File: src/rtl/mem_port_arbiter_pkg.sv
// Shared memory-port codes and arbiter state encoding.
// Used by the arbiter and its lane alignment helper.
package mem_port_arbiter_pkg;

  localparam logic [1:0] MEM_READ  = 2'b01;
  localparam logic [1:0] MEM_WRITE = 2'b10;

  localparam logic [1:0] MEM_BYTE = 2'b00;
  localparam logic [1:0] MEM_HALF = 2'b01;
  localparam logic [1:0] MEM_WORD = 2'b10;

  typedef enum logic [1:0] {
    IDLE,
    BUSY_IF,
    BUSY_LS,
    RESP
  } arb_state_e;

endpackage

File: src/rtl/mem_port_arbiter_lane_align.sv
// Byte-lane steering: write enables, store replication,
// load extract/extend and misalignment detection.
module lane_align
  import mem_port_arbiter_pkg::*;
(
  input  logic [1:0]  lo_i,
  input  logic [1:0]  size_i,
  input  logic        wr_i,
  input  logic        uns_i,
  input  logic [31:0] wdata_i,
  input  logic [31:0] rdata_i,
  output logic [3:0]  wen_o,
  output logic [31:0] wdata_o,
  output logic [31:0] load_o,
  output logic        mis_o
);

  logic [3:0]  wen_b;
  logic [31:0] sh;
  logic [15:0] half;

  assign sh   = rdata_i >> {lo_i, 3'b000};
  assign half = lo_i[1] ? rdata_i[31:16] : rdata_i[15:0];

  // Size decode; code 2'b11 behaves as a word access
  always_comb begin
    wen_b   = 4'b1111;
    wdata_o = wdata_i;
    load_o  = rdata_i;
    mis_o   = 1'b0;
    unique case (1'b1)
      (size_i == MEM_BYTE): begin
        wen_b   = 4'b0001 << lo_i;
        wdata_o = {4{wdata_i[7:0]}};
        load_o  = uns_i ? {24'h0, sh[7:0]}
                        : {{24{sh[7]}}, sh[7:0]};
      end
      (size_i == MEM_HALF): begin
        wen_b   = 4'b0011 << {lo_i[1], 1'b0};
        wdata_o = {2{wdata_i[15:0]}};
        load_o  = uns_i ? {16'h0, half}
                        : {{16{half[15]}}, half};
        mis_o   = lo_i[0];
      end
      default: begin
        mis_o = |lo_i;
      end
    endcase
    wen_o = wr_i ? wen_b : 4'b0000;
  end

endmodule

File: src/rtl/mem_port_arbiter.sv
// Arbitrates IF and LS onto one SRAM port with
// wait-state handshake and anti-starvation for IF.
module mem_port_arbiter
  import mem_port_arbiter_pkg::*;
#(
  parameter int STARVE_MAX = 4
) (
  input  logic        clk,
  input  logic        rst,
  input  logic        if_req,
  input  logic [31:0] if_addr,
  output logic [31:0] if_rdata,
  output logic        if_ack,
  input  logic        ls_req,
  input  logic [4:0]  ls_op,
  input  logic [31:0] ls_addr,
  input  logic [31:0] ls_wdata,
  output logic [31:0] ls_rdata,
  output logic        ls_ack,
  output logic        ls_err,
  output logic        mem_cs,
  output logic [31:0] mem_addr,
  output logic [31:0] mem_wdata,
  output logic [3:0]  mem_wen,
  input  logic [31:0] mem_rdata,
  input  logic        mem_ready
);

  localparam int SW = $clog2(STARVE_MAX + 1);
  localparam logic [SW-1:0] SMAX = SW'(STARVE_MAX);

  arb_state_e  state_q, state_d;
  logic [SW-1:0] starve_q, starve_d;
  logic        cs_q, cs_d;
  logic [31:0] addr_q, addr_d;
  logic [31:0] wdat_q, wdat_d;
  logic [3:0]  wen_q, wen_d;
  logic        ifa_q, ifa_d;
  logic        lsa_q, lsa_d;
  logic        err_q, err_d;
  logic [31:0] ifr_q, ifr_d;
  logic [31:0] lsr_q, lsr_d;
  logic [1:0]  lo_q, lo_d;
  logic [1:0]  sz_q, sz_d;
  logic        uns_q, uns_d;

  logic        idle;
  logic [1:0]  la_lo, la_sz;
  logic        la_uns, la_mis;
  logic [3:0]  la_wen;
  logic [31:0] la_wdat, la_load;
  logic        unused_if_lo;

  assign unused_if_lo = ^if_addr[1:0];
  assign idle   = (state_q == IDLE);
  assign la_lo  = idle ? ls_addr[1:0] : lo_q;
  assign la_sz  = idle ? ls_op[1:0]   : sz_q;
  assign la_uns = idle ? ls_op[2]     : uns_q;

  lane_align u_align (
    .lo_i    (la_lo),
    .size_i  (la_sz),
    .wr_i    (ls_op[4:3] == MEM_WRITE),
    .uns_i   (la_uns),
    .wdata_i (ls_wdata),
    .rdata_i (mem_rdata),
    .wen_o   (la_wen),
    .wdata_o (la_wdat),
    .load_o  (la_load),
    .mis_o   (la_mis)
  );

  // State and registered outputs
  always_ff @(posedge clk) begin
    if (rst) begin
      state_q  <= IDLE;
      starve_q <= '0;
      cs_q     <= 1'b0;
      addr_q   <= '0;
      wdat_q   <= '0;
      wen_q    <= '0;
      ifa_q    <= 1'b0;
      lsa_q    <= 1'b0;
      err_q    <= 1'b0;
      ifr_q    <= '0;
      lsr_q    <= '0;
      lo_q     <= '0;
      sz_q     <= '0;
      uns_q    <= 1'b0;
    end else begin
      state_q  <= state_d;
      starve_q <= starve_d;
      cs_q     <= cs_d;
      addr_q   <= addr_d;
      wdat_q   <= wdat_d;
      wen_q    <= wen_d;
      ifa_q    <= ifa_d;
      lsa_q    <= lsa_d;
      err_q    <= err_d;
      ifr_q    <= ifr_d;
      lsr_q    <= lsr_d;
      lo_q     <= lo_d;
      sz_q     <= sz_d;
      uns_q    <= uns_d;
    end
  end

  // Arbitration, memory sequencing and response generation
  always_comb begin
    state_d  = state_q;
    starve_d = starve_q;
    cs_d     = cs_q;
    addr_d   = addr_q;
    wdat_d   = wdat_q;
    wen_d    = wen_q;
    ifa_d    = 1'b0;
    lsa_d    = 1'b0;
    err_d    = 1'b0;
    ifr_d    = ifr_q;
    lsr_d    = lsr_q;
    lo_d     = lo_q;
    sz_d     = sz_q;
    uns_d    = uns_q;
    unique case (state_q)
      IDLE: begin
        if (!if_req) starve_d = '0;
        if (ls_req && !(if_req && starve_q == SMAX)) begin
          if (if_req && starve_q != SMAX)
            starve_d = starve_q + 1'b1;
          lo_d  = ls_addr[1:0];
          sz_d  = ls_op[1:0];
          uns_d = ls_op[2];
          if (la_mis) begin
            state_d = RESP;
            lsa_d   = 1'b1;
            err_d   = 1'b1;
            lsr_d   = '0;
          end else begin
            state_d = BUSY_LS;
            cs_d    = 1'b1;
            addr_d  = {ls_addr[31:2], 2'b00};
            wdat_d  = la_wdat;
            wen_d   = la_wen;
          end
        end else if (if_req) begin
          starve_d = '0;
          state_d  = BUSY_IF;
          cs_d     = 1'b1;
          addr_d   = {if_addr[31:2], 2'b00};
          wdat_d   = '0;
          wen_d    = '0;
        end
      end
      BUSY_IF: begin
        if (mem_ready) begin
          state_d = RESP;
          cs_d    = 1'b0;
          wen_d   = '0;
          ifr_d   = mem_rdata;
          ifa_d   = 1'b1;
        end
      end
      BUSY_LS: begin
        if (mem_ready) begin
          state_d = RESP;
          cs_d    = 1'b0;
          wen_d   = '0;
          lsr_d   = la_load;
          lsa_d   = 1'b1;
        end
      end
      RESP: begin
        state_d = IDLE;
      end
    endcase
  end

  assign if_rdata  = ifr_q;
  assign if_ack    = ifa_q;
  assign ls_rdata  = lsr_q;
  assign ls_ack    = lsa_q;
  assign ls_err    = err_q;
  assign mem_cs    = cs_q;
  assign mem_addr  = addr_q;
  assign mem_wdata = wdat_q;
  assign mem_wen   = wen_q;

endmodule

File: config.mk
export PLATFORM = sky130hd
export DESIGN_NAME = mem_port_arbiter
export DESIGN_NICKNAME = d
export VERILOG_FILES = /design/src/rtl/mem_port_arbiter_pkg.sv /design/src/rtl/mem_port_arbiter_lane_align.sv /design/src/rtl/mem_port_arbiter.sv
export SDC_FILE = /design/constraint.sdc
export NUM_CORES = 1
export LEC_CHECK = 0
export CORE_ASPECT_RATIO = 0.9
export CORE_MARGIN = 2
export CORE_UTILIZATION = 45
export DETAILED_ROUTE_END_ITERATION = 7
export PLACE_DENSITY = 0.84
export RECOVER_POWER = 100
export SLEW_MARGIN = 10
export SYNTH_ARGS = -nofsm -noshare
export SYNTH_HDL_FRONTEND = slang
export SYNTH_SLANG_ARGS = --single-unit
export TNS_END_PERCENT = 1
File: constraint.sdc
create_clock -name clk -period 4 [get_ports clk]
set_input_delay 0.8 -clock clk [delete_from_list [all_inputs] [get_ports clk]]
set_output_delay 0.8 -clock clk [all_outputs]
set_load 0.05 [all_outputs]
== Word level (Yosys, flattened, before mapping) ==
Cells that the tools add are included.

* Bits of input ports: 138
* Logic and storage cells: 97
* Flip-flop bits (word level): 146
* Output and inout bits: 136

* Shift-type cells: 3
* Reductions and logical operators: 19
* Mux-type cells: 44
* Equality and inequality tests: 14
* $add $sub $neg: 1
* Bitwise gates (word level): 2

{| class="wikitable"
|+ Operator list
! kind !! count
|-
| 32-bit two-way mux || 11
|-
| 32-bit one-hot mux with 2 select lines || 3
|-
| 32-bit by 5-bit right shift with 8-bit output || 1
|-
| 4-bit two-way mux || 5
|-
| 16-bit two-way mux || 1
|-
| 4-bit one-hot mux with 2 select lines || 2
|-
| 3-bit two-way mux || 4
|-
| 2-bit two-way mux || 5
|-
| 1-bit two-way mux || 9
|-
| 4-bit AND reduction || 2
|-
| 2-bit OR reduction || 4
|-
| 2-bit equality test, second input constant || 3
|-
| 2-bit by 1-bit != test with 1-bit output, second input constant || 3
|-
| 3-bit != test, second input constant || 2
|-
| 1-bit one-hot mux with 2 select lines || 3
|-
| 2-bit one-hot mux with 3 select lines || 1
|-
| 2-bit AND reduction || 3
|-
| 2-bit nonzero test || 3
|-
| 2-bit by 1-bit equality test with 1-bit output, second input constant || 2
|-
| 2-bit zero test || 2
|-
| 2-bit != test, second input constant || 2
|-
| 1-bit by 2-bit << shifter with 4-bit output, first input constant || 1
|-
| 2-bit by 2-bit << shifter with 4-bit output, first input constant || 1
|-
| 3-bit by 1-bit adder with 3-bit output, second input constant || 1
|-
| other kinds (6) || 9
|}

== Logic depth before layout (Yosys ltp) ==
Gate-level depths: netlist of the first run.

* Depth in word-level cells: 8
* Gate-level depth with buffers: 11
* Depth with buffers taken out: 7

== By module ==
Synthesis of the first run repeated with hierarchy kept, for this count alone.

* Cells, all modules: 921
* Area total of the unflattened synthesis: 7186.9 um^2

{| class="wikitable"
|+ Modules (own cells, without submodules)
! module !! seq. area each (um^2) !! area each (um^2) !! instances !! cells an instance
|-
| mem_port_arbiter || 2882.8 || 5967.0 || 1 || 737
|-
| lane_align || 0.0 || 1219.9 || 1 || 184
|}

== Worst setup path after synthesis of the first run ==
No wires, ideal clock.

* Kind: input port to flip-flop
* Start point: in ls_addr[0]
* End point: reg lsr_q[27] (netlist: ls_rdata[27])
* Required time: 3.869 ns
* Arrival time: 2.218 ns
* Stages: 7
* Buffers on the path: 2
* Library setup time: 0.131 ns
* Slack: 1.651 ns
* Cells stage by stage: buf_2 -> or4b_2 -> o211ai_2 -> nor4_4 -> a21oi_4 -> buf_6 -> o31ai_2

* Cells in the longest elaborated chain, start to end: 6
* Elaborated cells between the ends (all ways): 10
* Those cells by class: eq/ne (1); shift (1); mux (6); reduce/logical (2)

{| class="wikitable"
|+ RTL lines
! element !! RTL line !! source
|-
| start: declaration || mem_port_arbiter.sv:16 || <nowiki>input logic [31:0] ls_addr,</nowiki>
|-
| 2-bit two-way mux * || mem_port_arbiter.sv:56 || <nowiki>assign la_lo = idle ? ls_addr[1:0] : lo_q;</nowiki>
|-
| 32-bit by 5-bit right shift with 8-bit output || mem_port_arbiter_lane_align.sv:22 || <nowiki>assign sh = rdata_i >> {lo_i, 3'b000};</nowiki>
|-
| 32-bit two-way mux || mem_port_arbiter_lane_align.sv:35 || <nowiki>load_o = uns_i ? {24'h0, sh[7:0]}</nowiki>
|-
| 32-bit one-hot mux with 2 select lines || mem_port_arbiter_lane_align.sv:31 || <nowiki>unique case (1'b1)</nowiki>
|-
| 32-bit two-way mux || mem_port_arbiter.sv:164 || <nowiki>if (mem_ready) begin</nowiki>
|-
| 32-bit one-hot mux with 2 select lines || mem_port_arbiter.sv:124 || <nowiki>unique case (state_q)</nowiki>
|-
| end signal: assignment || mem_port_arbiter.sv:101 || <nowiki>lsr_q <= lsr_d;</nowiki>
|-
| end: declaration || mem_port_arbiter.sv:42 || <nowiki>logic [31:0] lsr_q, lsr_d;</nowiki>
|}

Every way passes the cells marked *; elsewhere a longest branch is shown, timed or not. The select of a mux whose other input is x is not followed.
A chain may end at the register's enable or synchronous reset.

== Final worst setup path of the first run ==
* Start point: in ls_addr[0]
* End point: reg wdat_q[3] (netlist: mem_wdata[3])

* Cells in the longest elaborated chain, start to end: 5

{| class="wikitable"
|+ RTL lines
! element !! RTL line !! source
|-
| 2-bit two-way mux * || mem_port_arbiter.sv:56 ||
|-
| 2-bit OR reduction || mem_port_arbiter_lane_align.sv:46 || <nowiki>mis_o = |lo_i;</nowiki>
|-
| 1-bit one-hot mux with 2 select lines * || mem_port_arbiter_lane_align.sv:31 ||
|-
| 2-bit != test (no source line) * || -- ||
|-
| 3-bit AND reduction (no source line) * || -- ||
|-
| end signal: assignment || mem_port_arbiter.sv:95 || <nowiki>wdat_q <= wdat_d;</nowiki>
|-
| end: declaration || mem_port_arbiter.sv:36 || <nowiki>logic [31:0] wdat_q, wdat_d;</nowiki>
|}

Every way passes the cells marked *; elsewhere a longest branch is shown, timed or not.

==> flow_metrics.env, run 1 <==
export IMPL_start_kind="input pin"
export IMPL_hpwl_um=15100
export IMPL_die_w_um=131
export IMPL_skew_ps=8.87
export IMPL_cts_sinks=144
export IMPL_grt_max_degree=66
export IMPL_status="finished, violations left"
export IMPL_finalSetupViolCount=0
export IMPL_cts_resized=0
export IMPL_num_fill_cells=1125
export IMPL_syn_inst=774
export IMPL_power_leakage_nw=4.02
export IMPL_drc=0
export IMPL_seqCellArea_um2=2880
export IMPL_die_h_um=118
export IMPL_yosysTopAreaCellShare_pct=44.2
export IMPL_postLayoutCoreUtil_pct=69.7
export IMPL_synthToLayoutAreaGrowth_pct=50.5
export IMPL_slew_headroom_pct=-63.7
export IMPL_ys_seq_area_share_pct=44.2
export IMPL_async_reset_ff_share_pct=0
export IMPL_dieArea_um2=15500
export IMPL_grt_use_met2_pct=45.1
export IMPL_h_tree_depth=4
export IMPL_initial_utilization_pct=46.3
export IMPL_synth_most_common_cell="nand2_1"
export IMPL_drt_first_pass_iters=7
export IMPL_synth_commonest_cells="nand2_1, dfxtp_1, nor2_1, a21oi_1, clkbuf_1"
export IMPL_syn_cell_area_um2=6530
export IMPL_grt_util_met3_pct=10.9
export IMPL_cp_arrival_ps=3750
export IMPL_use_met1_pct=32.0
export IMPL_yosys_area_top_type="dfxtp_1"
export IMPL_yosys_register_bits=144
export IMPL_viasPerCell=5.42
export IMPL_fmax_ghz=0.292
export IMPL_finalSetupTns_ps=0
export IMPL_timing_final_hold_violations=0
export IMPL_root_buffer="clkbuf_16"
export IMPL_ys_types=57
export IMPL_ys_top_cells_by_area="dfxtp_1, nand2_1, nor2_1, a21oi_1, a311oi_1"
export IMPL_grt_overflow=0
export IMPL_hold_ws_ps=447
export IMPL_required_ps=4330
export IMPL_clk_pin_slew_ps=60
export IMPL_ys_flop_type="dfxtp_1"
export IMPL_final_period_utilization_pct=85.5
export IMPL_cts_tree="done"
export IMPL_cts_hold_buf=0
export IMPL_diodes=0
export IMPL_insertion_delay_ps=420
export IMPL_violations="max-capacitance violations, max-slew violations"
export IMPL_powerDensity_nw_per_um2=661
export IMPL_multi_input_area_um2=3320
export IMPL_track_usage_pct=27.3
export IMPL_slew_violations=56
export IMPL_post_cts_setup_buffers=0
export IMPL_avgSynthCellArea_um2=8.43
export IMPL_num_nets_final=1158
export IMPL_grt_pass1_vias=6488
export IMPL_antenna_found_initial=0
export IMPL_drt_initial_drc_count=514
export IMPL_grt_busiest_layer="met2"
export IMPL_num_vias=6611
export IMPL_core_um2=14100
export IMPL_worst_pin_slew_ps=2460
export IMPL_routed_wl_um=21200
export IMPL_portBuffers=269
export IMPL_wl_per_cell_um=17.4
export IMPL_final_layout_size_suffix_gt1_share_pct=8.77
export IMPL_cts_buffers_inserted=17
export IMPL_clockBufferDepth=2
export IMPL_worst_ir_drop_vdd_uv=365
export IMPL_synth_edf_count=0
export IMPL_path_max_fanout=32
export IMPL_worstSetupPathType="input pin to register"
export IMPL_antenna_left=0
export IMPL_io_pins=274
export IMPL_rows=41
export IMPL_min_path_type="register to register"
export IMPL_ys_warn_count=0
export IMPL_fin_crit_ps=3420
export IMPL_cp_end_kind="register"
export IMPL_rsz0062_at_grt="false"
export IMPL_grt_pass1_wl_um=33200
export IMPL_gp_congestion=0.845
export IMPL_maxCapViolCount=1
==> final timing paths <==
check                                    end  slack [ps]  depth (start not counted)                  startpoint
setup reg to reg   mem_wdata[3]$_SDFFE_PP0P_         950                          8     state_q[0]$_SDFFE_PP0P_
setup / recovery   mem_wdata[3]$_SDFFE_PP0P_         580                          7                  ls_addr[0]
hold reg to reg   mem_wdata[19]$_SDFFE_PP0P_         450                          2  mem_wdata[19]$_SDFFE_PP0P_
hold / removal    mem_wdata[19]$_SDFFE_PP0P_         450                          2  mem_wdata[19]$_SDFFE_PP0P_
==> critical path, cell delays in order <==
cell           delay (ps)
dlygate4sd3_1         720
nor2_1                140
mux2_1                370
o311ai_4              220
clkbuf_1             1080
a22oi_1               260
nor2_1                150
==> cell usage in the layout (no fill, tap or decap), types with 14 or more instances in the layout <==
master	instances
clkdlybuf4s50_1	131
mux2i_1	22
mux2_2	16
dfxtp_1	144
nor2_1	100
nand2_1	182
a22oi_1	27
clkbuf_16	17
dlygate4sd3_1	137
a311oi_1	30
a222oi_1	14
o21ai_0	17
a21oi_1	56
==> final cells by class <==
class	instances	area share [%]
repair buffers	283	28.3
well taps	193	2.46
inverters	8	0.306
multi-input cells	560	33.7
clock buffers	21	4.69
clock inverters	10	1.15
flip-flops and latches	144	29.3
==> cell families after synthesis <==
family,Yosys count,share of synthesized area (%)
flip-flops,144,44.2
AND/OR/NAND/NOR,317,20.2
adder cells (fa/ha/maj),6,1.15
multiplexers,43,7.25
other,1,0.0574
AO/OA/AOI/OAI,192,22.1
buffers and inverters,71,5.04
==> flip-flops by register name, indices dropped and copies added (netlist names), 3 cells and up <==
| signal | cells |
|---|---|
| if_rdata | 32 |
| ls_rdata | 32 |
| mem_wdata | 32 |
| mem_addr | 30 |
| mem_wen | 4 |
| starve_q | 3 |
==> routing by layer <==
layer | routed length, um | up-vias
li1 | - | 3228
met1 | 8180 | 3037
met2 | 10300 | 310
met3 | 2190 | 36
met4 | 452 | 0
met5 | 0 | -
==> report_power, final <==
group / total [W] / internal (W) / switching [W]
Combinational: 0.00314 / 0.00108 / 0.00207
Sequential: 0.00181 / 0.00168 / 0.000125
Clock: 0.00154 / 0.000944 / 0.000597
Total: 0.00649 / 0.00370 / 0.00279
==> per-stage QoR <==
stage	std cells	area, um^2	setup slack, ps	total power [W]
global placement	1188	9300	683	0.00503
CTS	1219	9870	1000	0.00663
global route	1219	9830	338	0.00686
detailed placement	1188	9300	557	0.00508
finish	1219	9830	579	0.00649
floorplan	775	6530	1650	0.00416
Power figures use the tool's default switching activity.
==> run 2: changes to the inputs <==
--- a/config.mk
+++ b/config.mk
@@ -8,6 +8,7 @@
 export CORE_ASPECT_RATIO = 0.9
 export CORE_MARGIN = 2
 export CORE_UTILIZATION = 45
+export CTS_CLUSTER_DIAMETER = 100
 export DETAILED_ROUTE_END_ITERATION = 7
 export PLACE_DENSITY = 0.84
 export RECOVER_POWER = 100
==> results of run 2 <==
Same layout as run 1: the final DEF is identical, and so are final timing and power.
